<file path="src/rtl/sdram_req_arbiter_if.sv">
// sdram_req_arbiter_if: client request and controller command signals of the SDRAM request arbiter.
interface sdram_req_arbiter_if #(
    parameter int ADDR_WIDTH = 23,
    parameter int DATA_WIDTH = 32,
    parameter int FIFO_DEPTH = 4
);
    logic                          wr_en;
    logic [ADDR_WIDTH-1:0]         wr_addr;
    logic [DATA_WIDTH-1:0]         wr_data;
    logic                          wr_ready;
    logic                          rd_en;
    logic [ADDR_WIDTH-1:0]         rd_addr;
    logic                          rd_ready;
    logic                          cmd_valid;
    logic                          cmd_we;
    logic [ADDR_WIDTH-1:0]         cmd_addr;
    logic [DATA_WIDTH-1:0]         cmd_data;
    logic                          busy;
    logic [$clog2(FIFO_DEPTH):0]   fifo_level;
    modport slave (
        input  wr_en, wr_addr, wr_data, rd_en, rd_addr, busy,
        output wr_ready, rd_ready, cmd_valid, cmd_we, cmd_addr, cmd_data, fifo_level
    );
    modport master (
        output wr_en, wr_addr, wr_data, rd_en, rd_addr, busy,
        input  wr_ready, rd_ready, cmd_valid, cmd_we, cmd_addr, cmd_data, fifo_level
    );
endinterface

</file>
<file path="src/rtl/sdram_req_arbiter.sv">
// sdram_req_arbiter: arbitrates client writes/reads into an in-order command FIFO for the SDRAM controller.
// Define SDRAM_ARB_READ_PRIORITY_EN for fixed read priority on contention; otherwise grants alternate.
module sdram_req_arbiter #(
    parameter int ROW_WIDTH  = 12,
    parameter int COL_WIDTH  = 9,
    parameter int BANK_WIDTH = 2,
    parameter int DATA_WIDTH = 32,
    parameter int FIFO_DEPTH = 4
) (
    input logic clk,
    input logic reset,
    sdram_req_arbiter_if.slave bus
);
    localparam int ADDR_WIDTH = BANK_WIDTH + ROW_WIDTH + COL_WIDTH;
    localparam int PW = $clog2(FIFO_DEPTH);
    localparam int LW = PW + 1;

    logic                  we_q   [FIFO_DEPTH];
    logic [ADDR_WIDTH-1:0] addr_q [FIFO_DEPTH];
    logic [DATA_WIDTH-1:0] data_q [FIFO_DEPTH];
    logic [PW-1:0]         wp_q, wp_d, rp_q, rp_d;
    logic [LW-1:0]         lvl_q, lvl_d;
    logic                  last_grant_q, last_grant_d;
    logic                  full, pick_wr, wr_fire, rd_fire, push, pop, valid;

`ifdef SDRAM_ARB_READ_PRIORITY_EN
    assign pick_wr = 1'b0;
`else
    assign pick_wr = ~last_grant_q;
`endif

    assign full    = lvl_q == LW'(FIFO_DEPTH);
    assign valid   = lvl_q != '0;
    assign wr_fire = ~reset & ~full & bus.wr_en & (~bus.rd_en | pick_wr);
    assign rd_fire = ~reset & ~full & bus.rd_en & ~wr_fire;
    assign push    = wr_fire | rd_fire;
    assign pop     = valid & ~bus.busy;

    always_comb begin
        wp_d         = push ? wp_q + PW'(1) : wp_q;
        rp_d         = pop ? rp_q + PW'(1) : rp_q;
        lvl_d        = lvl_q + LW'(push) - LW'(pop);
        last_grant_d = push ? wr_fire : last_grant_q;
    end

    always_ff @(posedge clk) begin
        if (reset) begin
            wp_q         <= '0;
            rp_q         <= '0;
            lvl_q        <= '0;
            last_grant_q <= 1'b0;
        end else begin
            wp_q         <= wp_d;
            rp_q         <= rp_d;
            lvl_q        <= lvl_d;
            last_grant_q <= last_grant_d;
        end
    end

    // Reads store zero data so the head needs no extra masking by type
    always_ff @(posedge clk) begin
        if (push) begin
            we_q[wp_q]   <= wr_fire;
            addr_q[wp_q] <= wr_fire ? bus.wr_addr : bus.rd_addr;
            data_q[wp_q] <= wr_fire ? bus.wr_data : '0;
        end
    end

    assign bus.wr_ready   = wr_fire;
    assign bus.rd_ready   = rd_fire;
    assign bus.cmd_valid  = valid;
    assign bus.cmd_we     = valid & we_q[rp_q];
    assign bus.cmd_addr   = valid ? addr_q[rp_q] : '0;
    assign bus.cmd_data   = valid ? data_q[rp_q] : '0;
    assign bus.fifo_level = lvl_q;
endmodule

</file>
<file path="src/flat_wrapper.sv">
// flat-port wrapper written by rule: the top's interface ports become plain ports
module sdram_req_arbiter_flat 
#(
    parameter int ROW_WIDTH  = 12,
    parameter int COL_WIDTH  = 9,
    parameter int BANK_WIDTH = 2,
    parameter int DATA_WIDTH = 32,
    parameter int FIFO_DEPTH = 4
)
  (clk, reset, bus_wr_en, bus_wr_addr, bus_wr_data, bus_rd_en, bus_rd_addr, bus_busy, bus_wr_ready, bus_rd_ready, bus_cmd_valid, bus_cmd_we, bus_cmd_addr, bus_cmd_data, bus_fifo_level);
  sdram_req_arbiter_if #(.ADDR_WIDTH((23)), .DATA_WIDTH(DATA_WIDTH), .FIFO_DEPTH(FIFO_DEPTH)) bus_i ();
  input logic clk;
  input logic reset;
  input wire logic [$bits(bus_i.wr_en)-1:0] bus_wr_en;
  input wire logic [$bits(bus_i.wr_addr)-1:0] bus_wr_addr;
  input wire logic [$bits(bus_i.wr_data)-1:0] bus_wr_data;
  input wire logic [$bits(bus_i.rd_en)-1:0] bus_rd_en;
  input wire logic [$bits(bus_i.rd_addr)-1:0] bus_rd_addr;
  input wire logic [$bits(bus_i.busy)-1:0] bus_busy;
  output wire logic [$bits(bus_i.wr_ready)-1:0] bus_wr_ready;
  output wire logic [$bits(bus_i.rd_ready)-1:0] bus_rd_ready;
  output wire logic [$bits(bus_i.cmd_valid)-1:0] bus_cmd_valid;
  output wire logic [$bits(bus_i.cmd_we)-1:0] bus_cmd_we;
  output wire logic [$bits(bus_i.cmd_addr)-1:0] bus_cmd_addr;
  output wire logic [$bits(bus_i.cmd_data)-1:0] bus_cmd_data;
  output wire logic [$bits(bus_i.fifo_level)-1:0] bus_fifo_level;
  assign bus_i.wr_en = bus_wr_en;
  assign bus_i.wr_addr = bus_wr_addr;
  assign bus_i.wr_data = bus_wr_data;
  assign bus_i.rd_en = bus_rd_en;
  assign bus_i.rd_addr = bus_rd_addr;
  assign bus_i.busy = bus_busy;
  assign bus_wr_ready = bus_i.wr_ready;
  assign bus_rd_ready = bus_i.rd_ready;
  assign bus_cmd_valid = bus_i.cmd_valid;
  assign bus_cmd_we = bus_i.cmd_we;
  assign bus_cmd_addr = bus_i.cmd_addr;
  assign bus_cmd_data = bus_i.cmd_data;
  assign bus_fifo_level = bus_i.fifo_level;
  sdram_req_arbiter #(.ROW_WIDTH(ROW_WIDTH), .COL_WIDTH(COL_WIDTH), .BANK_WIDTH(BANK_WIDTH), .DATA_WIDTH(DATA_WIDTH), .FIFO_DEPTH(FIFO_DEPTH)) u_core (.clk(clk), .reset(reset), .bus(bus_i));
endmodule
</file>
<file path="config.mk">
export PLATFORM = sky130hd
export DESIGN_NAME = sdram_req_arbiter_flat
export DESIGN_NICKNAME = d
export VERILOG_FILES = /design/src/rtl/sdram_req_arbiter_if.sv /design/src/rtl/sdram_req_arbiter.sv /design/src/flat_wrapper.sv
export SDC_FILE = /design/constraint.sdc
export NUM_CORES = 1
export LEC_CHECK = 0
export BUFFER_PORTS_ARGS = -buffer_cell sky130_fd_sc_hd__buf_4
export CAP_MARGIN = 20
export CORE_MARGIN = 1.5
export CORE_UTILIZATION = 47
export DETAILED_ROUTE_END_ITERATION = 8
export PLACE_DENSITY = 0.71
export SLEW_MARGIN = 20
export SYNTH_ARGS = -nofsm -noshare
export SYNTH_HDL_FRONTEND = slang
export SYNTH_SLANG_ARGS = --single-unit
</file>
<file path="constraint.sdc">
create_clock -name clk -period 2.6 [get_ports clk]
set_input_delay 0.52 -clock clk [delete_from_list [all_inputs] [get_ports clk]]
set_output_delay 0.52 -clock clk [all_outputs]
set_load 0.005 [all_outputs]
</file>
# Word-level counts from Yosys, hierarchy flattened
# Memories as Yosys holds them, arrays and structs flattened. A register that Yosys moved wholly into a read port is not among the register bits.
# Cells that the tools add are included.
# totals
reg_bits,8
input_bits,83
memories,3
wordCells,40
mem_bits_rw,224
# op_classes
muxes,12
add_sub_neg,4
eq_ne,1
n_reduce_logical,1
bitwise_logic,15
# memory_table
name,words,word_bits,read_ports,rd_ports_with_merged_regs,wr,line_no,rtl
u_core.data_q,4,32,1,1,1,sdram_req_arbiter.sv:20,logic [DATA_WIDTH-1:0] data_q [FIFO_DEPTH];
u_core.addr_q,4,23,1,1,1,sdram_req_arbiter.sv:19,logic [ADDR_WIDTH-1:0] addr_q [FIFO_DEPTH];
u_core.we_q,4,1,1,1,1,sdram_req_arbiter.sv:18,logic we_q [FIFO_DEPTH];
# op_table
cell,count
$mux 32,2
$mux 23,2
$mux 2,6
$and 1x1->1,7
$not 1->1,6
$add 2x1->2 const B,2
$add 3x1->3,1
$eq 3x3->1 const B,1
$reduce_bool 3->1,1
$sub 3x1->3,1
$mux 1,2
$or 1x1->1,2

# Longest topological paths before layout
# depth
depth_word,10
depth_mapped,11

# Least setup slack after synthesis
# Ideal clock, no wire load.
# synth_path
kind,input to register
startpoint,input port reset
endpoint,"memory u_core.addr_q[0][0], enable pin"
slack_ns,-0.189
arrival_time_ns,2.370
path_buffers,1
cell_stages,3
required_time_ns,2.180
cell_sequence,clkbuf_1 > o21ba_2 > and3_1
# synth_via
elab_chain_len,9
word_cells_on_any_way,10
classes_between,2 x mux; 8 x bitwise
# synth_lines
item,line_no,rtl
start: declaration,flat_wrapper.sv:13,input logic reset;
$not 1->1 *,"sdram_req_arbiter.sv:34, sdram_req_arbiter.sv:35",
$and 1x1->1 *,"sdram_req_arbiter.sv:34, sdram_req_arbiter.sv:35",
$and 1x1->1 (2 in series),sdram_req_arbiter.sv:34,assign wr_fire = ~reset & ~full & bus.wr_en & (~bus.rd_en | pick_wr);
$not 1->1,sdram_req_arbiter.sv:35,assign rd_fire = ~reset & ~full & bus.rd_en & ~wr_fire;
$and 1x1->1,sdram_req_arbiter.sv:35,
$or 1x1->1 *,sdram_req_arbiter.sv:36,assign push = wr_fire | rd_fire;
$mux 1 *,sdram_req_arbiter.sv:62,if (push) begin
$mux 1 *,sdram_req_arbiter.sv:64,addr_q[wp_q] <= wr_fire ? bus.wr_addr : bus.rd_addr;
end: declaration,sdram_req_arbiter.sv:19,
# Mark *: on every way between the ends. The rest lies on a longest branch, timed or not.

==> metrics.md <==
| Metric | Value |
|---|---|
| Max cap viols | 0 |
| Worst Setup Start Kind | flip-flop |
| First-pass GRT wire length | 28000 microns |
| Fin crit share | 97.1% |
| GR Overflow Total | 0 |
| Flip-flop and latch count after synthesis | 234 |
| Syn_nets | 566 |
| IO Pins | 145 |
| Clock transition at the registers of the reported paths | 0.06 ns |
| CTS tree | built |
| Sw Share | 25.5% |
| Synthesized area | 9510 sq um |
| Port bufs | 144 |
| Final antenna-violating net count | 0 |
| Setup-failing EPs final | 0 |
| Vias per inst | 5.21 |
| Net load switching power | 2920 uW |
| Number of buffers created by CTS | 24 |
| Routed wire per std cell | 19.3 microns |
| DRC violation count after routing | 0 |
| Clock Root Buffer | clkbuf_16 |
| RSZ-0062 raised after global routing | false |
| Pre-Repair DR Iteration Count | 4 |
| Die area | 21100 sq um |
| Post-Syn Instances | 476 |
| Clock skew | 0.0150 ns |
| Setup WS pre-CTS | 0.404 ns |
| Fin crit period | 2.53 ns |
| Total GRT Usage | 17.0% |
| Total Power | 11500 uW |
| Unique cell type count in the Yosys netlist | 32 |
| Fin. max-slew vios | 0 |
| Final WL | 17800 microns |
| Pin count of the biggest net entering global routing | 62 |
| Row cnt | 51 |
| Clk buf depth | 3 |
| Starting DRT DRC Count | 262 |
| Syn. warnings | 0 |
| HPWL after DPL | 10700 microns |
| Clk pwr share | 29.7% |
| Status | finished clean |
| Via count | 4802 |
| Fin worst setup slack | 0.0746 ns |
| Layout cells sized above 1 | 39.5% |
| Clock Latency Late Sink | 0.50 ns |
| Area delta synth->final | 24.6% |
| Fill cells | 1474 |
| Placed Area | 11000 sq um |
| Die width | 145 microns |
| Reg area | 6930 sq um |
| Antenna violations before repair | 1 |
| Vias in the first global route | 5092 |
| Clock sinks | 234 |
| Worst-margin pin slew | 0.395 ns |
| Comb pwr share | 27.6% |
| Syn avg cell area | 20.0 sq um |
| CP required | 2.08 ns |
| Area of the multi-input gates | 2420 sq um |
| Crit Path Class | reg -> out |
| Max frequency | 396 MHz |
| Finished Cell Area | 11800 sq um |
| Die Span Y | 145 microns |
| Crit path DAT | 2.01 ns |
| VDD IR max | 0.000509 V |
| Crit end category | output pin |
| Sequential fraction of the synthesis area | 72.9% |
| Setup_tns | 0 ns |
| Leakage | 0.00417 uW |
| HP Class | in -> reg |
| P_int | 8540 uW |
| Final hold vios | 0 |
| # nets final | 727 |
| GPL Wtd Cong | 0.698 |
| Power Density | 967 nW/um^2 |
| Seq pwr share | 42.7% |
| Initial core utilization | 48.4% |
| Slew margin rel. | 73.6% |
| H-tree levels | 1 |
| Core area | 19700 sq um |
| Utilization after layout | 60.3% |
| CP max FO | 16 |
-- worst max-delay path: stages, from the launching register on --
cell     delay, ns
dfxtp_4       0.43
buf_16        0.20
mux4_2        0.55
and2b_1       0.18
buf_4         0.13
-- layout by cell type (no fill, tap or decap), drive strengths merged, types with 4 or more instances in the layout --
cell type,instances
buf,159
and2,33
inv,8
nor3,4
and3,4
edfxtp,224
clkbuf,39
ha,6
nor2,4
dfxtp,10
nor2b,54
mux4,56
mux2,23
-- synth_stat cells, drive strengths merged --
cell type / number / area share, %
edfxtp: 224 / 71
mux4: 56 / 13
nor2b: 54 / 3.6
and2: 33 / 2.2
mux2: 23 / 2.7
buf: 17 / 1.2
dfxtp: 10 / 2.1
clkbuf: 8 / 0.32
inv: 8 / 0.32
ha: 6 / 0.79
and3: 4 / 0.26
nor2: 4 / 0.16
nor3: 4 / 0.32
a21oi: 3 / 0.16
and2b: 3 / 0.24
nand2b: 2 / 0.13
nand3: 2 / 0.11
o211ai: 2 / 0.16
o21ai: 2 / 0.11
or3: 2 / 0.13
a21bo: 1 / 0.11
and4: 1 / 0.092
fa: 1 / 0.21
nand2: 1 / 0.039
nor3b: 1 / 0.20
o21ba: 1 / 0.11
o31ai: 1 / 0.079
or3b: 1 / 0.092
xor2: 1 / 0.092
-- power groups by stage --
stage	Sequential (uW)	Clock (uW)	Combinational (uW)
floorplan	4910	0	1790
global placement	4920	0	3120
detailed placement	4970	0	3150
CTS	4890	3460	3190
global route	4930	3600	3460
finish	4890	3400	3160
-- logic make-up (layout without fill, tap and decap cells) --
group,after synthesis,count (layout),share of synthesized area [%]
AO/OA/AOI/OAI,10,10,0.711
XOR/XNOR,1,1,0.0921
adder cells (fa/ha/maj),7,7,1.00
buffers and inverters,33,212,1.87
flip-flops,234,234,72.9
multiplexers,79,79,16.0
other,0,1,0
AND/OR/NAND/NOR,112,112,7.49
-- registers in the layout, summed over array words and instances (netlist names), named ones only --
signal                 count
u_core.addr_q             92
u_core.rp_q                2
u_core.data_q            128
u_core.last_grant_q        1
u_core.wp_q                2
u_core.we_q                4
u_core.bus.fifo_level      3
-- final timing paths --
check | from | to | slack (ns) | cells past startpoint
worst max register to register | u_core.bus.fifo_level[1] | u_core.bus.fifo_level[2] | 0.40 | 10
worst min-delay path | reset | u_core.rp_q[0] | 0.27 | 2
worst max-delay path | flip-flop | bus_cmd_data[1] | 0.07 | 4
worst min register to register | u_core.rp_q[1] | flip-flop | 0.48 | 2
-- area by class of cell --
cell class	count	share of cell area [%]
Antenna cell	1	0.0211
Tap cell	265	2.80
Timing Repair Buffer	160	11.3
Sequential cell	234	58.5
Clock buffer	38	5.78
Inverter	8	0.253
Clock inverter	6	0.876
Multi-Input combinational cell	209	20.5
-- layer usage --
| metal | up-vias | track usage (%) | wire length (microns) |
|---|---|---|---|
| met5 | - | 0 | 0 |
| met4 | 0 | 4.85 | 320 |
| met3 | 26 | 2.92 | 896 |
| met2 | 155 | 28.5 | 8840 |
| met1 | 2422 | 22.9 | 7760 |
| li1 | 2199 | - | - |
-- metrics by stage --
| step | instances | hold WS (ns) |
|---|---|---|
| 2_1_floorplan | 476 | 0.459 |
| 3_3_place_gp | 875 | 0.471 |
| 3_5_place_dp | 875 | 0.478 |
| 4_1_cts | 919 | 0.258 |
| 5_1_grt | 921 | 0.276 |
| 6_report | 921 | 0.273 |
-- timing repair --
action | in CTS | in global routing
pin swaps | 0 | 0
setup buffers | 0 | 0
gates cloned | 0 | 1
hold buffers | 0 | 0
resized for setup | 3 | 4
endpoints found under the hold margin | 0 | 0
endpoints found under the setup margin | 8 | 25
Power figures use the tool's default switching activity.
